$ cat config.mk
export PLATFORM = sky130hd
export DESIGN_NAME = lcd_write_arbiter
export DESIGN_NICKNAME = d
export VERILOG_FILES = /design/src/rtl/lcd_write_arbiter.sv
export SDC_FILE = /design/constraint.sdc
export NUM_CORES = 1
export LEC_CHECK = 0
export CAP_MARGIN = 15
export CORE_ASPECT_RATIO = 1.4
export CORE_MARGIN = 4
export CORE_UTILIZATION = 60
export CTS_CLUSTER_DIAMETER = 50
export DETAILED_ROUTE_END_ITERATION = 16
export DONT_BUFFER_PORTS = 1
export PLACE_DENSITY_LB_ADDON = 0.2
export SLEW_MARGIN = 20
export SYNTH_ARGS = -nofsm -noshare
export SYNTH_HDL_FRONTEND = slang
export SYNTH_SLANG_ARGS = --single-unit
$ cat constraint.sdc
create_clock -name I_CLK -period 1.9 [get_ports I_CLK]
set_input_delay 0.095 -clock I_CLK [delete_from_list [all_inputs] [get_ports I_CLK]]
set_output_delay 0.095 -clock I_CLK [all_outputs]
set_load 0.005 [all_outputs]
$ cat src/rtl/lcd_write_arbiter.sv
`default_nettype none
// ============================================================================
// Module   : lcd_write_arbiter
// Function : round-robin arbiter serialising three byte-message sources and
//            display-clear requests onto a single LCD controller write port
// Revision : 1.0
// ============================================================================
module lcd_write_arbiter #(
    parameter int MAX_BYTES = 32
) (
    input  logic       I_CLK,
    input  logic       I_RST,
    input  logic [2:0] I_REQ,
    input  logic [7:0] I_DATA0,
    input  logic [7:0] I_DATA1,
    input  logic [7:0] I_DATA2,
    input  logic [2:0] I_LAST,
    input  logic       I_CLEAR,
    input  logic       I_INIT_DONE,
    input  logic       I_WRITE_DONE,
    output logic [2:0] O_GNT,
    output logic       O_BYTE_ACK,
    output logic [2:0] O_MSG_DONE,
    output logic       O_WRITE_START,
    output logic [7:0] O_DATA,
    output logic       O_CLEAR_ALL,
    output logic       O_BUSY
);

    localparam int CNT_W = $clog2(MAX_BYTES + 1);
    localparam logic [CNT_W-1:0] c_MAX_CNT = CNT_W'(MAX_BYTES);
    localparam logic [CNT_W-1:0] c_CNT_ONE = CNT_W'(1);

    localparam logic [2:0] c_WAIT_INIT  = 3'd0;
    localparam logic [2:0] c_IDLE       = 3'd1;
    localparam logic [2:0] c_ISSUE      = 3'd2;
    localparam logic [2:0] c_WAIT_DONE  = 3'd3;
    localparam logic [2:0] c_ACK        = 3'd4;
    localparam logic [2:0] c_CLEAR      = 3'd5;
    localparam logic [2:0] c_CLEAR_WAIT = 3'd6;

    logic [2:0]       r_state, w_state_nxt;
    logic [1:0]       r_ptr, w_ptr_nxt;
    logic [1:0]       r_gidx, w_gidx_nxt;
    logic             r_last, w_last_nxt;
    logic [CNT_W-1:0] r_count, w_count_nxt;
    logic             r_clear_pend, w_clear_pend_nxt;
    logic [2:0]       r_gnt, w_gnt_nxt;
    logic             r_byte_ack, w_byte_ack_nxt;
    logic [2:0]       r_msg_done, w_msg_done_nxt;
    logic             r_write_start, w_write_start_nxt;
    logic [7:0]       r_data, w_data_nxt;
    logic             r_clear_all, w_clear_all_nxt;
    logic             r_busy, w_busy_nxt;

    logic [1:0]       w_pick_idx;
    logic             w_req_g;
    logic             w_last_g;
    logic [7:0]       w_data_g;
    logic             w_msg_end;

    function automatic logic [1:0] f_next_idx(input logic [1:0] v);
        return (v == 2'd2) ? 2'd0 : v + 2'd1;
    endfunction

    // Round-robin search starting at the pointer and wrapping 2 -> 0
    always_comb begin
        w_pick_idx = 2'd0;
        case (r_ptr)
            2'd1:    w_pick_idx = I_REQ[1] ? 2'd1 : (I_REQ[2] ? 2'd2 : 2'd0);
            2'd2:    w_pick_idx = I_REQ[2] ? 2'd2 : (I_REQ[0] ? 2'd0 : 2'd1);
            default: w_pick_idx = I_REQ[0] ? 2'd0 : (I_REQ[1] ? 2'd1 : 2'd2);
        endcase
    end

    always_comb begin
        w_req_g  = 1'b0;
        w_last_g = 1'b0;
        w_data_g = 8'h00;
        case (r_gidx)
            2'd0: begin w_req_g = I_REQ[0]; w_last_g = I_LAST[0]; w_data_g = I_DATA0; end
            2'd1: begin w_req_g = I_REQ[1]; w_last_g = I_LAST[1]; w_data_g = I_DATA1; end
            2'd2: begin w_req_g = I_REQ[2]; w_last_g = I_LAST[2]; w_data_g = I_DATA2; end
            default: ;
        endcase
    end

    // The count already includes the byte being acknowledged while in ACK
    assign w_msg_end = r_last || (r_count == c_MAX_CNT);

    always_ff @(posedge I_CLK or posedge I_RST) begin
        if (I_RST) begin
            r_state       <= c_WAIT_INIT;
            r_ptr         <= 2'd0;
            r_gidx        <= 2'd0;
            r_last        <= 1'b0;
            r_count       <= '0;
            r_clear_pend  <= 1'b0;
            r_gnt         <= 3'b000;
            r_byte_ack    <= 1'b0;
            r_msg_done    <= 3'b000;
            r_write_start <= 1'b0;
            r_data        <= 8'h00;
            r_clear_all   <= 1'b0;
            r_busy        <= 1'b1;
        end else begin
            r_state       <= w_state_nxt;
            r_ptr         <= w_ptr_nxt;
            r_gidx        <= w_gidx_nxt;
            r_last        <= w_last_nxt;
            r_count       <= w_count_nxt;
            r_clear_pend  <= w_clear_pend_nxt;
            r_gnt         <= w_gnt_nxt;
            r_byte_ack    <= w_byte_ack_nxt;
            r_msg_done    <= w_msg_done_nxt;
            r_write_start <= w_write_start_nxt;
            r_data        <= w_data_nxt;
            r_clear_all   <= w_clear_all_nxt;
            r_busy        <= w_busy_nxt;
        end
    end

    always_comb begin
        w_state_nxt = r_state;
        case (r_state)
            c_WAIT_INIT:  if (I_INIT_DONE) w_state_nxt = c_IDLE;
            c_IDLE: begin
                if (r_clear_pend)  w_state_nxt = c_CLEAR;
                else if (|I_REQ)   w_state_nxt = c_ISSUE;
            end
            c_ISSUE:      w_state_nxt = w_req_g ? c_WAIT_DONE : c_IDLE;
            c_WAIT_DONE:  if (I_WRITE_DONE) w_state_nxt = c_ACK;
            c_ACK:        w_state_nxt = w_msg_end ? c_IDLE : c_ISSUE;
            c_CLEAR:      w_state_nxt = c_CLEAR_WAIT;
            c_CLEAR_WAIT: if (I_WRITE_DONE) w_state_nxt = c_IDLE;
            default:      w_state_nxt = c_WAIT_INIT;
        endcase
    end

    always_comb begin
        w_ptr_nxt         = r_ptr;
        w_gidx_nxt        = r_gidx;
        w_last_nxt        = r_last;
        w_count_nxt       = r_count;
        w_gnt_nxt         = r_gnt;
        w_data_nxt        = r_data;
        w_byte_ack_nxt    = 1'b0;
        w_msg_done_nxt    = 3'b000;
        w_write_start_nxt = 1'b0;
        w_clear_all_nxt   = 1'b0;
        w_clear_pend_nxt  = r_clear_pend | I_CLEAR;
        w_busy_nxt        = (w_state_nxt != c_IDLE);
        case (r_state)
            c_IDLE: begin
                if (r_clear_pend) begin
                    // A clear arriving on this very edge stays pending
                    w_clear_all_nxt  = 1'b1;
                    w_clear_pend_nxt = I_CLEAR;
                end else if (|I_REQ) begin
                    w_gidx_nxt  = w_pick_idx;
                    w_gnt_nxt   = 3'b001 << w_pick_idx;
                    w_count_nxt = '0;
                end
            end
            c_ISSUE: begin
                if (w_req_g) begin
                    w_data_nxt        = w_data_g;
                    w_last_nxt        = w_last_g;
                    w_write_start_nxt = 1'b1;
                end else begin
                    w_gnt_nxt = 3'b000;
                    w_ptr_nxt = f_next_idx(r_gidx);
                end
            end
            c_WAIT_DONE: begin
                if (I_WRITE_DONE) begin
                    w_byte_ack_nxt = 1'b1;
                    if (r_count != c_MAX_CNT) w_count_nxt = r_count + c_CNT_ONE;
                end
            end
            c_ACK: begin
                if (w_msg_end) begin
                    w_msg_done_nxt = r_gnt;
                    w_gnt_nxt      = 3'b000;
                    w_ptr_nxt      = f_next_idx(r_gidx);
                end
            end
            default: ;
        endcase
    end

    assign O_GNT         = r_gnt;
    assign O_BYTE_ACK    = r_byte_ack;
    assign O_MSG_DONE    = r_msg_done;
    assign O_WRITE_START = r_write_start;
    assign O_DATA        = r_data;
    assign O_CLEAR_ALL   = r_clear_all;
    assign O_BUSY        = r_busy;

endmodule
`default_nettype wire

==> impl_metrics.yaml <==
run_status:
  status: "complete, no violations"
global_routing:
  antenna_found_initial: 0
  grt_max_degree: 20
  grt_util_all_layers_pct: 20.9
  grt_pass1_vias: 1382
  grt_first_pass_wirelength_mm: 5.97
  grt_overflow: 0
min_path:
  hp-class: "input port to register"
  whs_path_depth: 2
layout:
  fill_cells: 213
  regArea_um2: 827
  drive_gt1_share_pct: 16.9
  syn_to_final_growth_pct: 13.7
  multiInputGateArea_um2: 906
  diodes: 0
  final_cells: 238
  fin_nets: 239
synthesis:
  yosysTopAreaCellShare_pct: 44.8
  synthTopCellsByArea: "dfrtp_1 (45%), mux2i_1 (7.3%), nand2_1 (5.0%)"
  ys_warn_count: 0
  ys_dominant_reg_cell: "dfrtp_1"
  synth_edf_count: 0
  async_reset_ff_share_pct: 100
  synth_cells: 186
  synth_most_common_cell: "dfrtp_1"
  synth_fp_nets: 225
  netlist_top_cells_count: "dfrtp_1 (32), nand2_1 (24), nor2_1 (19)"
  ys_seq_area_share_pct: 46.3
  yosysUniqueCellTypes: 38
  ys_ff_latch: 33
  syn_area_um2: 1790
  synth.avg_cell_area_um2: 9.61
  yosysTopAreaCell: "dfrtp_1"
placed_design:
  dp_cells: 221
  place_ws_ps: 55.4
  place.gp.congestion: 0.748
  dp_hpwl_mm: 3.02
  io_buffers: 0
floorplanning:
  std_cell_rows: 23
  initial_utilization_pct: 62.8
  die_height_um: 72.6
  dieArea_um2: 3930
  die_w_um: 54.1
  ios: 53
  coreArea_um2: 2850
power_and_ir_drop:
  power.total_mw: 3.08
  powerDensity_nw_per_um2: 1520
  p_int_mw: 1.88
  p_sw_mw: 1.20
  power.leakage_nw: 0.951
  switching_share_pct: 38.9
  p_clk_share_pct: 15.5
  pwr-share-seq_pct: 40.5
  combPwrFrac_pct: 44.0
  ir_drop_mv: 1.09
sta:
  clock_skew_ps: 5.00
  hold_violations: 0
  timing.setup.tns_ps: 0
  rsz0062_at_grt: "true"
  timing.fmax_mhz: 537
  fin_ws_ps: 37.8
  finalSetupViolCount: 0
  fin_crit_sh_pct: 98.0
  relSlewSlack_pct: 60.3
  holdWs_ps: 8.94
  tightest_slew_ps: 594
  maxSlewViolCount: 0
  min_period_ps: 1860
routing:
  drtIter0Drc: 57
  via_per_inst: 5.90
  vias: 1404
  dr.pass1.iters: 4
  wl_mm: 3.94
  wire_per_inst_um: 16.6
  ant_nets: 0
  drc_errors: 0
flow_run:
  maxCapViolations: 0
critical_path:
  r2r_cells: 7
  end_kind: "register"
  worst-path-buf-inv: 1
  path_cells: "inv_2 > ha_4 > nand2_4 > o41ai_4 > nand2b_4 > nand4_1 > or3b_1"
  crit_arrival_ps: 2050
  slowest_stage: "dfrtp_1"
  crit_path_max_fanout: 5
  critPathLaunchType: "register"
  critical_path_required_ps: 2090
  crit_type: "register to register"
  path_delay_family: "simple AND/OR/NAND/NOR gates"
  cp.depth: 7
  cpPeakStageDelay_ps: 430
cts:
  worstSkewPairLatency_ps: 270
  clock_path_buffers: 2
  clk_pin_slew_worst_paths_ps: 60
  numCtsBuffers: 5
  cts_sinks: 33
  cts_root_buf: "clkbuf_8"
  htreeDepth: 2
  cts_tree: "done"
## power groups by stage
stage / Combinational, mW / Sequential, mW / Clock (mW)
2_1_floorplan: 1.04 / 1.12 / 0
3_3_place_gp: 1.12 / 1.23 / 0
3_5_place_dp: 1.19 / 1.25 / 0
4_1_cts: 1.20 / 1.24 / 0.498
5_1_grt: 1.53 / 1.29 / 0.521
6_report: 1.36 / 1.25 / 0.479
## final timing paths
kind                                             start               endpoint  slack, ps
worst max-delay path            r_count[0]$_DFFE_PP0P_       O_BUSY$_DFF_PP1_         40
max in group asynchronous                        I_RST   O_GNT[0]$_DFFE_PP0P_       1070
worst max register to register  r_count[0]$_DFFE_PP0P_       O_BUSY$_DFF_PP1_         40
worst min register to register      r_last$_DFFE_PP0P_     r_last$_DFFE_PP0P_        490
min in group asynchronous                        I_RST   O_BYTE_ACK$_DFF_PP0_        330
worst min-delay path                        I_DATA1[6]  O_DATA[6]$_DFFE_PP0P_          9
## registers in the layout, indices dropped and copies added, names as in the netlist
name	flops
O_BUSY	1
O_BYTE_ACK	1
O_CLEAR_ALL	1
O_DATA	8
O_GNT	3
O_MSG_DONE	3
O_WRITE_START	1
r_clear_pend	1
r_count	6
r_gidx	2
r_last	1
r_ptr	2
r_state	3
## final cells by class
cell class / count / area share [%]
Timing Repair Buffer: 16 / 6.89
Sequential cell: 33 / 40.7
Multi-Input combinational cell: 135 / 44.6
Clock buffer: 8 / 3.94
Inverter: 9 / 1.66
Tap cell: 37 / 2.28
## logic make-up after synthesis
family	after synthesis	synth area share, %
buffers and inverters	18	5.04
muxes	18	10.4
DFF	33	46.3
adders and majority gates	4	2.80
and+or+nand+nor	73	20.6
AOI/OAI and AO/OA	36	12.9
xor gates and xnor gates	4	1.96
## what timing repair did
action,CTS,global route
hold buffers,3,0
hold endpoints to repair,15,0
endpoints found under the setup margin,0,6
gates resized for setup,0,10
buffers inserted,0,6
## layer usage
metal	vias to the layer above	part of all wire [%]	track usage, %	wire length [um]
met1	695	36	19.9	1400
met3	7	6.4	6.13	253
met4	0	1.7	7.48	68
met2	39	56	39.9	2220
met5	-	0	0	0
li1	663	-	-	-
## cells in the final DEF, fill, tap and decap left out, types with 3 or more instances in the layout
cell / synthesis / layout
mux2i_1: 13 / 13
dfrtp_1: 32 / 32
xor2_1: 4 / 4
buf_4: 3 / 12
clkbuf_8: 0 / 5
a21oi_1: 12 / 12
o21ai_0: 6 / 5
nand2_1: 24 / 22
nand2b_1: 7 / 6
nor2_1: 19 / 19
mux2_2: 5 / 5
clkbuf_1: 2 / 3
o21ai_1: 10 / 11
dlygate4sd3_1: 0 / 3
nor2b_1: 3 / 3
nand4_1: 3 / 3
inv_1: 9 / 7
ha_1: 4 / 3
and3_1: 3 / 3
## metrics by stage
stage	instance area [um^2]	util, %
6_report	2030	71.4
5_1_grt	2030	71.4
4_1_cts	1950	68.6
3_5_place_dp	1840	64.7
3_3_place_gp	1840	64.7
2_1_floorplan	1790	-
(Power assumes the default switching activity.)
